==> src/rtl/credit_pipe_fifo_pkg.sv <==
// ---------------------------------------------------------------------------
// credit_pipe_fifo_pkg
// Shared definitions for the credit-tracked receive FIFO: default depth,
// controller state encoding and a constant-evaluable ceil(log2) helper.
// ---------------------------------------------------------------------------
package credit_pipe_fifo_pkg;

  localparam int CREDIT_PIPE_DEPTH_DEFAULT = 16;

  typedef enum logic {
    CPF_DRAIN = 1'b0,
    CPF_RUN   = 1'b1
  } cpf_state_e;

  // ceil(log2(value)); returns 0 for value <= 1.
  function automatic int cpf_clog2(input int value);
    int res;
    res = 0;
    for (int i = 0; i < 31; i++) begin
      if ((1 << i) < value) res = i + 1;
    end
    return res;
  endfunction

endpackage

==> src/rtl/credit_pipe_fifo_mem.sv <==
// ---------------------------------------------------------------------------
// credit_pipe_fifo_mem
// Simple dual-port storage: one synchronous write port, one asynchronous
// read port. No reset on the array so it can map onto small LUT RAM.
//   clk       : clock
//   wr_en_i   : write strobe
//   wr_addr_i : write address
//   wr_data_i : write data
//   rd_addr_i : read address
//   rd_data_o : read data (combinational from rd_addr_i)
// ---------------------------------------------------------------------------
module credit_pipe_fifo_mem #(
  parameter int WIDTH = 8,
  parameter int DEPTH = 16,
  parameter int AW    = 4
) (
  input  logic             clk,
  input  logic             wr_en_i,
  input  logic [AW-1:0]    wr_addr_i,
  input  logic [WIDTH-1:0] wr_data_i,
  input  logic [AW-1:0]    rd_addr_i,
  output logic [WIDTH-1:0] rd_data_o
);

  logic [WIDTH-1:0] mem_q [DEPTH];

  always_ff @(posedge clk) begin
    if (wr_en_i) mem_q[wr_addr_i] <= wr_data_i;
  end

  assign rd_data_o = mem_q[rd_addr_i];

endmodule

==> src/rtl/credit_pipe_fifo.sv <==
// ---------------------------------------------------------------------------
// credit_pipe_fifo
// Receive FIFO behind a fixed-latency pipe that cannot stall. Each launch
// into the pipe reserves a slot (credit), so arrivals always find room.
// After reset the block drains for PIPE_LATENCY cycles, ignoring arrivals,
// so stale pipe contents are flushed.
//
// state     | meaning
// ----------+------------------------------------------------------------
// CPF_DRAIN | flushing pipe; no issue allowed, arrivals ignored, no errors
// CPF_RUN   | normal operation
//
// Ports:
//   clk, rst      : clock, synchronous active-low reset
//   issueReady    : upstream may launch an item this cycle
//   issue         : upstream launches an item
//   dataInValid   : pipe output valid
//   dataIn        : pipe output payload
//   dataOutValid  : FIFO non-empty
//   dataOut       : head entry
//   dataOutReady  : consumer takes the head
//   occupancy     : stored entries
//   credits       : stored entries plus items in flight
//   creditError   : sticky, issue seen while not ready
//   overflowError : sticky, push while full or arrival without credit
// ---------------------------------------------------------------------------
module credit_pipe_fifo
  import credit_pipe_fifo_pkg::*;
#(
  parameter int WIDTH        = 8,
  parameter int DEPTH        = CREDIT_PIPE_DEPTH_DEFAULT,
  parameter int PIPE_LATENCY = 4
) (
  input  logic                      clk,
  input  logic                      rst,
  output logic                      issueReady,
  input  logic                      issue,
  input  logic                      dataInValid,
  input  logic [WIDTH-1:0]          dataIn,
  output logic                      dataOutValid,
  output logic [WIDTH-1:0]          dataOut,
  input  logic                      dataOutReady,
  output logic [cpf_clog2(DEPTH):0] occupancy,
  output logic [cpf_clog2(DEPTH):0] credits,
  output logic                      creditError,
  output logic                      overflowError
);

  localparam int AW = cpf_clog2(DEPTH);
  localparam int CW = AW + 1;
  localparam int DW = cpf_clog2(PIPE_LATENCY) + 1;
  localparam logic [CW-1:0] DEPTH_C    = CW'(DEPTH);
  localparam logic [DW-1:0] DRAIN_LAST = DW'(PIPE_LATENCY - 1);

  cpf_state_e    state_q, state_d;
  logic [DW-1:0] drain_cnt_q, drain_cnt_d;
  logic [AW-1:0] wr_ptr_q, wr_ptr_d;
  logic [AW-1:0] rd_ptr_q, rd_ptr_d;
  logic [CW-1:0] occ_q, occ_d;
  logic [CW-1:0] cred_q, cred_d;
  logic          cerr_q, cerr_d;
  logic          oerr_q, oerr_d;
  logic          issue_ready_q, issue_ready_d;
  logic          out_valid_q, out_valid_d;

  logic run;
  logic pop;
  logic issue_ok;
  logic push_req;
  logic push;
  logic full;
  logic no_credit;
  logic cred_dec;

  assign run       = (state_q == CPF_RUN);
  assign pop       = out_valid_q & dataOutReady;
  assign issue_ok  = issue & issue_ready_q;
  assign push_req  = dataInValid & run;
  assign full      = (occ_q == DEPTH_C);
  // Nothing in flight: any arrival now was never paid for by a credit.
  assign no_credit = (cred_q == occ_q);
  // A pop on a full FIFO frees the slot the same-cycle write lands in.
  assign push      = push_req & (~full | pop);
  // Guard only matters after an unpaid arrival has broken occupancy <= credits.
  assign cred_dec  = pop & (cred_q != '0);

  always_comb begin
    state_d     = state_q;
    drain_cnt_d = drain_cnt_q;
    if (state_q == CPF_DRAIN) begin
      if (drain_cnt_q == DRAIN_LAST) state_d = CPF_RUN;
      else drain_cnt_d = drain_cnt_q + DW'(1);
    end

    wr_ptr_d = wr_ptr_q + AW'(push);
    rd_ptr_d = rd_ptr_q + AW'(pop);
    occ_d    = occ_q + CW'(push) - CW'(pop);
    cred_d   = cred_q + CW'(issue_ok) - CW'(cred_dec);

    cerr_d = cerr_q | (issue & ~issue_ready_q & run);
    oerr_d = oerr_q | (push_req & ((full & ~pop) | no_credit));

    // Registered so issueReady reflects the credit count after this edge.
    issue_ready_d = (state_d == CPF_RUN) && (cred_d < DEPTH_C);
    out_valid_d   = (occ_d != '0);
  end

  always_ff @(posedge clk) begin
    if (!rst) begin
      state_q       <= CPF_DRAIN;
      drain_cnt_q   <= '0;
      wr_ptr_q      <= '0;
      rd_ptr_q      <= '0;
      occ_q         <= '0;
      cred_q        <= '0;
      cerr_q        <= 1'b0;
      oerr_q        <= 1'b0;
      issue_ready_q <= 1'b0;
      out_valid_q   <= 1'b0;
    end else begin
      state_q       <= state_d;
      drain_cnt_q   <= drain_cnt_d;
      wr_ptr_q      <= wr_ptr_d;
      rd_ptr_q      <= rd_ptr_d;
      occ_q         <= occ_d;
      cred_q        <= cred_d;
      cerr_q        <= cerr_d;
      oerr_q        <= oerr_d;
      issue_ready_q <= issue_ready_d;
      out_valid_q   <= out_valid_d;
    end
  end

  credit_pipe_fifo_mem #(
    .WIDTH (WIDTH),
    .DEPTH (DEPTH),
    .AW    (AW)
  ) u_mem (
    .clk       (clk),
    .wr_en_i   (push),
    .wr_addr_i (wr_ptr_q),
    .wr_data_i (dataIn),
    .rd_addr_i (rd_ptr_q),
    .rd_data_o (dataOut)
  );

  assign issueReady    = issue_ready_q;
  assign dataOutValid  = out_valid_q;
  assign occupancy     = occ_q;
  assign credits       = cred_q;
  assign creditError   = cerr_q;
  assign overflowError = oerr_q;

endmodule

==> config.mk <==
export PLATFORM = sky130hd
export DESIGN_NAME = credit_pipe_fifo
export DESIGN_NICKNAME = d
export VERILOG_FILES = /design/src/rtl/credit_pipe_fifo_pkg.sv /design/src/rtl/credit_pipe_fifo_mem.sv /design/src/rtl/credit_pipe_fifo.sv
export SDC_FILE = /design/constraint.sdc
export NUM_CORES = 1
export LEC_CHECK = 0
export CAP_MARGIN = 0
export CORE_MARGIN = 2
export CORE_UTILIZATION = 35
export CTS_BUF_LIST = sky130_fd_sc_hd__clkbuf_16
export DETAILED_ROUTE_END_ITERATION = 8
export GPL_TIMING_DRIVEN = 0
export MAX_ROUTING_LAYER = met4
export PLACE_DENSITY = 0.52
export SETUP_SLACK_MARGIN = 0.05
export SLEW_MARGIN = 10
export SYNTH_ARGS = -nofsm -noshare
export SYNTH_HDL_FRONTEND = slang
export SYNTH_SLANG_ARGS = --single-unit
==> constraint.sdc <==
create_clock -name clk -period 5.9 [get_ports clk]
set_input_delay 0.59 -clock clk [delete_from_list [all_inputs] [get_ports clk]]
set_output_delay 0.59 -clock clk [all_outputs]
set_load 0.01 [all_outputs]
==> metrics.md <==
| Metric | Value |
|---|---|
| Run status | finished clean |
| Placer Congestion | ~0.78 |
| IO buf count | 34 |
| Power, Total | 2.94 mW |
| Synth cell count leaders | edfxtp_1, dfxtp_1, and2_1 |
| Clock transition at path regs | approximately 0.070 ns |
| Distinct cells, synth | 38 |
| Initial Utilization | 35.5% |
| # DRC | 0 |
| Post-synth top flop | edfxtp_1 |
| Setup bufs post-CTS | 0 |
| Worst EP arrival | 3.56 ns |
| CP Class | in2reg |
| Post-DR vias/cell | 4.85 |
| Largest cells by area after synthesis | edfxtp_1, dfxtp_1, mux4_2 |
| Max transition margin | 38.3% |
| Storage element area | 4360 um^2 |
| Antenna diodes | 0 |
| Largest net degree at the start of global routing | 17 |
| Syn Inst Count | 357 |
| Global-route wire length before repair | 19,300 um |
| Worst-Margin Slew | 0.922 ns |
| RSZ-0062 raised after global routing | no |
| DR iter-0 viols | 252 |
| Setup Viol. Count Final | 0 |
| Netlist Area Pre-Place | 6330 um^2 |
| Std-Cell Core Area | approximately 18,000 um^2 |
| DR pass1 iterations | 4 |
| Final hold vios | 0 |
| Final net count | between 400 and 500 |
| Synth top area share | 60.7% |
| Via count | ~3,200 |
| Worst EP required | 6.21 ns |
| Asr flop ratio synth | 0% |
| Die Wd | about 140 um |
| H-tree levels | 4 |
| Crit-path max FO | 6 |
| Top Metal Used | met4 |
| Max_cap viols | 0 |
| Number of top-level pins | 35 |
| Post-synthesis sequential area ratio | 69.0% |
| Pwr Density | 389 nW/um^2 |
| Total global routing overflow | 0 |
| CTS resizes | 0 |
| Met2 wire len | 6280 um |
| Hold-fix buffers, CTS | 0 |
| DRT met1 WL | 5810 um |
| Vias in the first global route | 3,160 |
| Tot GR Track Use | 14.3% |
| Setup TNS | 0 ns |
| TritonCTS Buffers | 17 |
| Area leader, netlist | edfxtp_1 |
| Share of layout cells above drive strength 1 | 15.8% |
| Multi-input gate area | 1830 um^2 |
| Number of synthesized flops with an enable pin | 128 |
| Final worst clock skew | 0.0121 ns |
| Worst IR Drop VDD | 0.000233 V |
| Hold Path Class | reg2reg |
| TritonCTS clock tree | done |
| Post-DP HPWL | 8670 um |
| Routed length per instance | 19.5 um |
| Layout area overhead | 19.3% |
| Post-Syn Area per Cell | around 18 um^2 |
| Post-DRT Antenna Nets | 0 |
| Initial antenna violation count | 0 |
| Count leader, synth | edfxtp_1 |
| FP Rows | 49 |
| # fillers | 1,570 |
| Synthesized net count | 390 |
| Max Slew Vio Count | 0 |
| Longest Clk Path Bufs | 2 |
| Met3 wire length | approximately 570 um |
| Root Buffer | clkbuf_16 |
| Final wirelength | 12,800 um |
| Max Freq | 307 MHz |
| Startpoint Class | input pin |
| Syn. warnings | 0 |
| Leakage | between 2 and 3 nW |
| Crit. End Element | flop |
| Final Cycle Share | 55.2% |
| Num Clock Sinks | around 150 |
| Die height | between 100 and 150 um |
| Skew-Pair Late Insertion Delay | 0.42 ns |
| Seq cells post-synth | roughly 150 |
| Die ar. | 19,200 um^2 |
| Post-layout util | 42.3% |
| Final min period | roughly 3.3 ns |
-- placed cells by master, fill, tap and decap left out, types with 2 or more instances in the layout --
master and count:
mux4_1 14, nand3_1 3, dfxtp_1 26, nor3_2 4, ha_1 18, clkbuf_16 17
nand2_1 16, o21bai_1 2, nand3b_1 2, buf_4 3, fa_1 2, a21o_1 2
inv_8 2, a21oi_1 5, buf_2 3, mux4_2 18, nor2b_1 2, nor3b_1 2
clkbuf_1 3, nand2b_1 2, edfxtp_1 128, a22oi_1 16, xnor2_1 6, inv_1 13
inv_6 7, and2_1 20, clkdlybuf4s50_1 34, clkdlybuf4s25_2 3, nor2_1 18, xor2_1 12
buf_6 4, clkinv_4 2, clkinvlp_4 4
-- worst max-delay path, stage by stage --
cell	delay, ns
clkdlybuf4s50_1	0.46
nand2_1	0.12
a41oi_1	0.61
inv_1	0.10
ha_1	0.29
inv_1	0.04
ha_1	0.20
fa_1	0.41
xor2_1	0.17
or3_1	0.33
o31a_1	0.25
-- final timing paths --
check	from	to	slack, ns	depth (start not counted)
max	dataOutReady	dataOutValid	2.64	11
min	creditError	creditError	0.48	1
max reg2reg	occupancy[3]	dataOutValid	2.71	11
min reg2reg	creditError	creditError	0.48	1
-- report_power, final --
part / switching [mW] / total (mW) / internal, mW
combinational: 0.293 / 0.629 / 0.336
clock: 0.462 / 1.02 / 0.553
sequential: 0.0603 / 1.29 / 1.23
-- sequential cells by signal (all words and copies together), names as in the netlist --
signal         cells
creditError        1
credits            5
dataOutValid       1
drain_cnt_q        3
issueReady         1
occupancy          5
overflowError      1
rd_ptr_q           4
run                1
u_mem.mem_q      128
wr_ptr_q           4
-- metrics by stage --
| step | worst slack, ns | hold WS (ns) | cell area (um^2) | cells |
|---|---|---|---|---|
| 2_1_floorplan | 3.10 | 0.461 | 6330 | 357 |
| 4_1_cts | 2.62 | 0.481 | 7550 | 654 |
| 5_1_grt | 2.49 | 0.497 | 7550 | 654 |
| 3_5_place_dp | 2.17 | 0.460 | 6990 | 622 |
| 6_report | 2.64 | 0.475 | 7550 | 654 |
| 3_3_place_gp | 2.14 | 0.448 | 6950 | 620 |
-- per-layer routing --
layer	up-vias	GRT usage [%]
met4	0	4.67
met3	6	3.67
met1	1601	18.9
met5	-	-
met2	66	21.7
li1	1501	-
-- final cells by class --
class,instances,share of cell area [%]
clock buffers,17,5.64
repair buffers,36,4.71
multi-input cells,176,24.2
plain buffers,14,1.44
inverters,13,0.647
well taps,229,3.80
flip-flops and latches,154,57.8
clock inverters,15,1.74
-- kinds of logic (layout without fill, tap and decap cells) --
logic type      after synthesis  count (layout)  share of synthesized area [%]
compound gates               33              33                           3.78
xor+xnor                     18              18                           2.49
fa+ha+maj                    20              20                           4.19
buf+inv                      27              95                           2.49
flops                       154             154                           69.0
mux                          32              32                           12.2
simple gates                 73              73                           5.85
(Power assumes the default switching activity.)
